<file path="src/rtl/note_arbiter.sv">
// Shares one buzzer between a live and an auto note source: grants one note at a
// time, plays it for a length-derived number of beat ticks, then inserts a silent gap.
module note_arbiter #(
    parameter int OCTAVE_BITS = 3,
    parameter int NOTE_BITS   = 3,
    parameter int LENGTH_BITS = 3,
    parameter int TICK_DIV    = 50000,
    parameter int GAP_TICKS   = 1
) (
    input  logic                   clk,
    input  logic                   rst,
    input  logic                   preempt_en,
    input  logic                   live_valid,
    output logic                   live_ready,
    input  logic [OCTAVE_BITS-1:0] live_octave,
    input  logic [NOTE_BITS-1:0]   live_note,
    input  logic [LENGTH_BITS-1:0] live_length,
    input  logic                   auto_valid,
    output logic                   auto_ready,
    input  logic [OCTAVE_BITS-1:0] auto_octave,
    input  logic [NOTE_BITS-1:0]   auto_note,
    input  logic [LENGTH_BITS-1:0] auto_length,
    output logic                   out_active,
    output logic [OCTAVE_BITS-1:0] out_octave,
    output logic [NOTE_BITS-1:0]   out_note,
    output logic                   out_src,
    output logic                   busy,
    output logic                   note_done,
    output logic                   note_abort,
    output logic [1:0]             dbg_state
);

    // Handshake: a note transfers on a clock edge where valid && ready; ready is
    // only ever high in IDLE, and fields must be held stable while valid && !ready.

    typedef enum logic [1:0] {
        IDLE = 2'd0,
        PLAY = 2'd1,
        GAP  = 2'd2
    } state_t;

    localparam int TW = (TICK_DIV > 1) ? $clog2(TICK_DIV) : 1;
    localparam logic [TW-1:0]        TICK_LAST = TW'(TICK_DIV - 1);
    localparam logic [15:0]          GAP_LOAD  = 16'(GAP_TICKS);
    localparam logic [NOTE_BITS-1:0] REST      = NOTE_BITS'(7);

    state_t          state;
    logic [TW-1:0]   tick_cnt;
    logic [7:0]      remaining;
    logic [15:0]     gap_left;
    logic            tick_wrap;
    logic            preempt;

    // Length codes 0..6 double the tick count; the top code saturates at 128.
    function automatic logic [7:0] duration(input logic [LENGTH_BITS-1:0] len);
        if (32'(len) >= 7) return 8'd128;
        else return 8'd1 << len;
    endfunction

    assign tick_wrap  = (tick_cnt == TICK_LAST);
    assign live_ready = ~rst & (state == IDLE) & live_valid;
    assign auto_ready = ~rst & (state == IDLE) & auto_valid & ~live_valid;
    assign preempt    = ~rst & (state == PLAY) & out_src & preempt_en & live_valid;
    assign note_abort = preempt;
    assign note_done  = ~rst & (state == PLAY) & ~preempt & tick_wrap & (remaining == 8'd1);
    assign busy       = (state != IDLE);
    assign dbg_state  = state;

    always_ff @(posedge clk) begin
        if (rst) begin
            state      <= IDLE;
            tick_cnt   <= '0;
            remaining  <= '0;
            gap_left   <= '0;
            out_active <= 1'b0;
            out_octave <= '0;
            out_note   <= '0;
            out_src    <= 1'b0;
        end else begin
            case (state)
                IDLE: begin
                    if (live_valid) begin
                        out_octave <= live_octave;
                        out_note   <= live_note;
                        out_src    <= 1'b0;
                        out_active <= (live_note != REST);
                        remaining  <= duration(live_length);
                        tick_cnt   <= '0;
                        state      <= PLAY;
                    end else if (auto_valid) begin
                        out_octave <= auto_octave;
                        out_note   <= auto_note;
                        out_src    <= 1'b1;
                        out_active <= (auto_note != REST);
                        remaining  <= duration(auto_length);
                        tick_cnt   <= '0;
                        state      <= PLAY;
                    end
                end
                PLAY: begin
                    if (preempt) begin
                        out_active <= 1'b0;
                        tick_cnt   <= '0;
                        state      <= IDLE;
                    end else if (tick_wrap) begin
                        tick_cnt  <= '0;
                        remaining <= remaining - 8'd1;
                        if (remaining == 8'd1) begin
                            out_active <= 1'b0;
                            if (GAP_TICKS > 0) begin
                                gap_left <= GAP_LOAD;
                                state    <= GAP;
                            end else begin
                                state <= IDLE;
                            end
                        end
                    end else begin
                        tick_cnt <= tick_cnt + TW'(1);
                    end
                end
                GAP: begin
                    if (tick_wrap) begin
                        tick_cnt <= '0;
                        gap_left <= gap_left - 16'd1;
                        if (gap_left == 16'd1) state <= IDLE;
                    end else begin
                        tick_cnt <= tick_cnt + TW'(1);
                    end
                end
                default: state <= IDLE;
            endcase
        end
    end

endmodule

</file>
<file path="config.mk">
export PLATFORM = sky130hd
export DESIGN_NAME = note_arbiter
export DESIGN_NICKNAME = d
export VERILOG_FILES = /design/src/rtl/note_arbiter.sv
export SDC_FILE = /design/constraint.sdc
export NUM_CORES = 1
export LEC_CHECK = 0
export CELL_PAD_IN_SITES_DETAIL_PLACEMENT = 2
export CELL_PAD_IN_SITES_GLOBAL_PLACEMENT = 2
export CORE_MARGIN = 8
export CORE_UTILIZATION = 36
export DETAILED_ROUTE_END_ITERATION = 12
export DONT_BUFFER_PORTS = 1
export PLACE_DENSITY = 0.83
export SETUP_SLACK_MARGIN = 0.1
export SLEW_MARGIN = 15
export SYNTH_ARGS = -nofsm -noshare
export SYNTH_HDL_FRONTEND = slang
export SYNTH_SLANG_ARGS = --single-unit
</file>
<file path="constraint.sdc">
create_clock -name clk -period 3.8 [get_ports clk]
set_clock_uncertainty 0.15 [all_clocks]
set_input_delay 0.76 -clock clk [delete_from_list [all_inputs] [get_ports clk]]
set_output_delay 0.76 -clock clk [all_outputs]
set_load 0.03 [all_outputs]
</file>
==> metrics list <==
- The finished cells cover 0.00315 mm2.
- Counting cells, the worst reg-to-reg path comes to 8.
- The initialized floorplan defines 33 standard-cell rows.
- The finished layout holds 466 standard cells, fillers aside.
- Run status: finished clean
- After synthesis the netlist holds a flip-flop and latch count of 50.
- For this run, the total global-route usage over all layers was measured as 16.1%.
- Yosys attributes the largest share of cell area to dfxtp_1 (34%), nor2_1 (5.5%), a21oi_1 (4.6%).
* R2r startpoint: dbg_state[0]$_SDFFE_PP0P_
- Global-route wire length before repair: 15000 um
- Startpoint Class: register
- The setup path with the least slack is of type register to output port.
* Buffer count from post-CTS setup fixing: 0
* Number of resized instances in the post-cts repair step: 0
- The repair_antennas step left the layout with diodes totalling 0.
- Utilization after layout: 39.2%
- Clock-pin slew was measured on the worst setup and hold paths at around 0.090 ns.
- Horizontal die dimension: ~110 um
* CTS tree: built
- Across the VDD grid, the largest voltage drop is between 0.2 and 0.3 mV.
- Die area: roughly 0.011 mm2
* CTS buffer count: 5
- Dominant register cell in the synthesized netlist: dfxtp_1
- Area grow syn2layout: 7.46%
- Most frequent cell after synthesis: dfxtp_1
- The clock net in this run drives a total of 50 sinks.
* Number of top-level pins: 38
- At the end of the flow, the number of nets in the layout was 392.
- Cell count after placement: 458
* Vias in the first global route: between 2000 and 3000
- Compound-Gate Fraction of Synth Area: 19.9%
- Routed wirelength normalized by instance count: 19.7 um
- Starting density of the core: 36.4%
* Count of port buffers added during placement: 0
- Residual DRC: 0
- Sum of negative setup slack: 0 ns
- Pin count of the biggest net entering global routing: 30
* Hold crit path type: register to register
- Post-synthesis net count: 394
* Largest incremental delay on the critical path: 0.66 ns
* Buffer levels on the longest clock path: 2
* Met2 Track Usage GR: between 20% and 30%
* Post-synthesis share of cell area spent on and, or, nand and nor gates: 30.5%
- The worst register-to-register path ends at remaining[0]$_SDFFE_PP0P_.
* Final Hold Viols: 0
* Synth Area per Inst: 8.11 um2
- The analysis attributes to cell leakage a power of 1.13 nW.
- The design draws 1.73 mW.
* Busiest layer in global routing: met2
- Top post-synthesis cells by count: dfxtp_1 (50), nor2_1 (43), a21oi_1 (27), nand2_1 (27), nand3_1 (16)
- EDFF count, synth: 0
* Worst slack after detailed placement: 0.794 ns
* Die outline height: 106 um
* Sequential share of the synthesized area: 34.1%
* Total count of max-transition violations in the final report: 0
* Dominant combinational cell family by area after synthesis: simple AND/OR/NAND/NOR gates
- Detailed placement ended at an HPWL of 6670 um.
- DR pass1 iterations: 4
- Core area: 0.00805 mm2
- Iteration-0 DRC count of the detailed router: 115
* Actual slew at the worst max-slew pin: 1.06 ns
- Once placement finished, the instance area stood at 0.00304 mm2.
- Worst setup margin: 0.520 ns
* Max-Cap Viols: 0
* GRT met1 Usage: between 10% and 20%
- Fmax: a little over 300 MHz
- Worst R2R Setup Slack: 0.71 ns
* Crit path max fanout: 7
- The biggest area contributor in the post-synthesis netlist is dfxtp_1.
- Cell type of the slowest stage on the worst timing path: or4_1
- CTS Root Cell: clkbuf_8
- Post-synthesis instance area: 0.00293 mm2
- Post-detailed-route via-to-cell ratio: 6.05
- Global routing used 3.81% of the available met3 tracks.
* Start point of the critical path: tick_cnt[10]$_SDFFE_PP0P_
* Fraction of layout cells with a size suffix above 1: ~6.4%
- Measured against its own limit, the worst slew margin works out to a little under 30%.
- Capturing element type of the critical path: output port
* Unrepaired setup endpoints after global routing: false
- Maximum level of the CTS H-tree: 2
- The synthesized netlist contains 56 unique library cells.
* Post-synthesis share of cell area spent on full adders, half adders and majority gates: approximately 3.8%
- Total vias in the final route: roughly 2800
- At the worst endpoint, the required time is between 2 and 3 ns.
- Routability cong.: 0.812
- Final critical-path share of the clock period: between 80% and 90%
* Share of synthesized registers carrying an async set or reset: 0%
* CTS Hold Bufs: 0
- Final count of negative-setup-slack endpoints: 0
* Antenna violations before repair: 0
- Insertion delay of the later-clocked pin in the worst-skew pair: 0.30 ns
* Remaining antenna violation count after routing: 0
* Critical path arrival: 2.37 ns
* End point of the critical path: note_done
* Area share of the leading cell type in the synthesized netlist: 34.1%
* Power per cell area: 549 mW/mm2
- Total congestion overflow: 0
- The Yosys step of the flow raised 0 warnings.
* Final-layout worst hold slack: 0.330 ns
- Of the total synthesized cell area, the portion taken by XOR and XNOR cells is about 4.5%.
* Post-Syn Instances: 362
* List of cells traversed by the critical path: or4b_4, or4_1, nor3_1, buf_4
- Mux cell area share after synthesis: 3.07%
- The clock period could shrink to about 3.3 ns.
* Total wire length after detailed routing: between 9000 and 10000 um
[final cells by class]
type	instances	area (um2)
Timing Repair Buffer	7	52.6
Fill cell	919	4900
Inverter	12	45.0
Tap cell	105	131
Clock buffer	8	110
Sequential cell	50	1000
Multi-Input combinational cell	284	1810
[cells in the final DEF, fill, tap and decap left out, types with 3 or more instances in the layout]
cell type and count:
a2111o_1 3, a2111oi_0 4, a211oi_1 9, a21o_1 3, a21oi_1 27, a31oi_1 10
and3_1 5, buf_4 7, clkbuf_8 8, dfxtp_1 50, ha_1 9, inv_1 11
mux2i_1 9, nand2_1 27, nand2b_1 3, nand3_1 16, nand3b_1 3, nand4_1 8
nor2_1 43, nor2b_1 5, nor3_1 10, nor3b_1 3, nor4_1 14, nor4b_1 4
o21ai_0 8, o31ai_1 5, o32ai_1 3, or3_1 6, or4_1 6, xnor2_1 6
xor2_1 9
[critical path, delay by kind of cell (launching register included)]
family	cells	cell delay, ns
flops	1	0.40
buf+inv	1	0.19
simple gates	3	1.48
[metal layers]
layer,wire length (um),vias up,part of all wire (%)
met3,400,11,4.4
met1,4200,1407,46
met2,4450,52,48
li1,-,1351,-
met5,0,-,0
met4,130,0,1.4
[worst min-delay path by stage]
stage,startpoint,endpoint,slack [ns],cells after the start
2_1_floorplan,tick_cnt[1]$_SDFFE_PP0P_,tick_cnt[1]$_SDFFE_PP0P_,0.30,2
3_3_place_gp,tick_cnt[1]$_SDFFE_PP0P_,tick_cnt[1]$_SDFFE_PP0P_,0.31,2
5_1_grt,rst,remaining[1]$_SDFFE_PP0P_,0.35,1
6_report,tick_cnt[1]$_SDFFE_PP0P_,tick_cnt[1]$_SDFFE_PP0P_,0.33,2
4_1_cts,tick_cnt[1]$_SDFFE_PP0P_,tick_cnt[1]$_SDFFE_PP0P_,0.34,2
3_5_place_dp,tick_cnt[1]$_SDFFE_PP0P_,tick_cnt[1]$_SDFFE_PP0P_,0.33,2
[state kept, by name, summed over array words and instances, names as in the netlist]
register / cells
remaining: 8
tick_cnt: 16
dbg_state: 2
out_note: 3
gap_left: 16
out_active: 1
out_src: 1
out_octave: 3
[power breakdown]
part	internal [mW]	switching, mW
clock network	0.184	0.185
logic	0.208	0.422
registers	0.589	0.142
[kinds of logic (layout without fill, tap and decap cells)]
group / count (synthesis) / count (layout)
mux: 9 / 9
xor+xnor: 15 / 15
simple gates: 165 / 165
compound gates: 86 / 86
buf+inv: 28 / 27
flops: 50 / 50
fa+ha+maj: 9 / 9
Power figures use the tool's default switching activity.
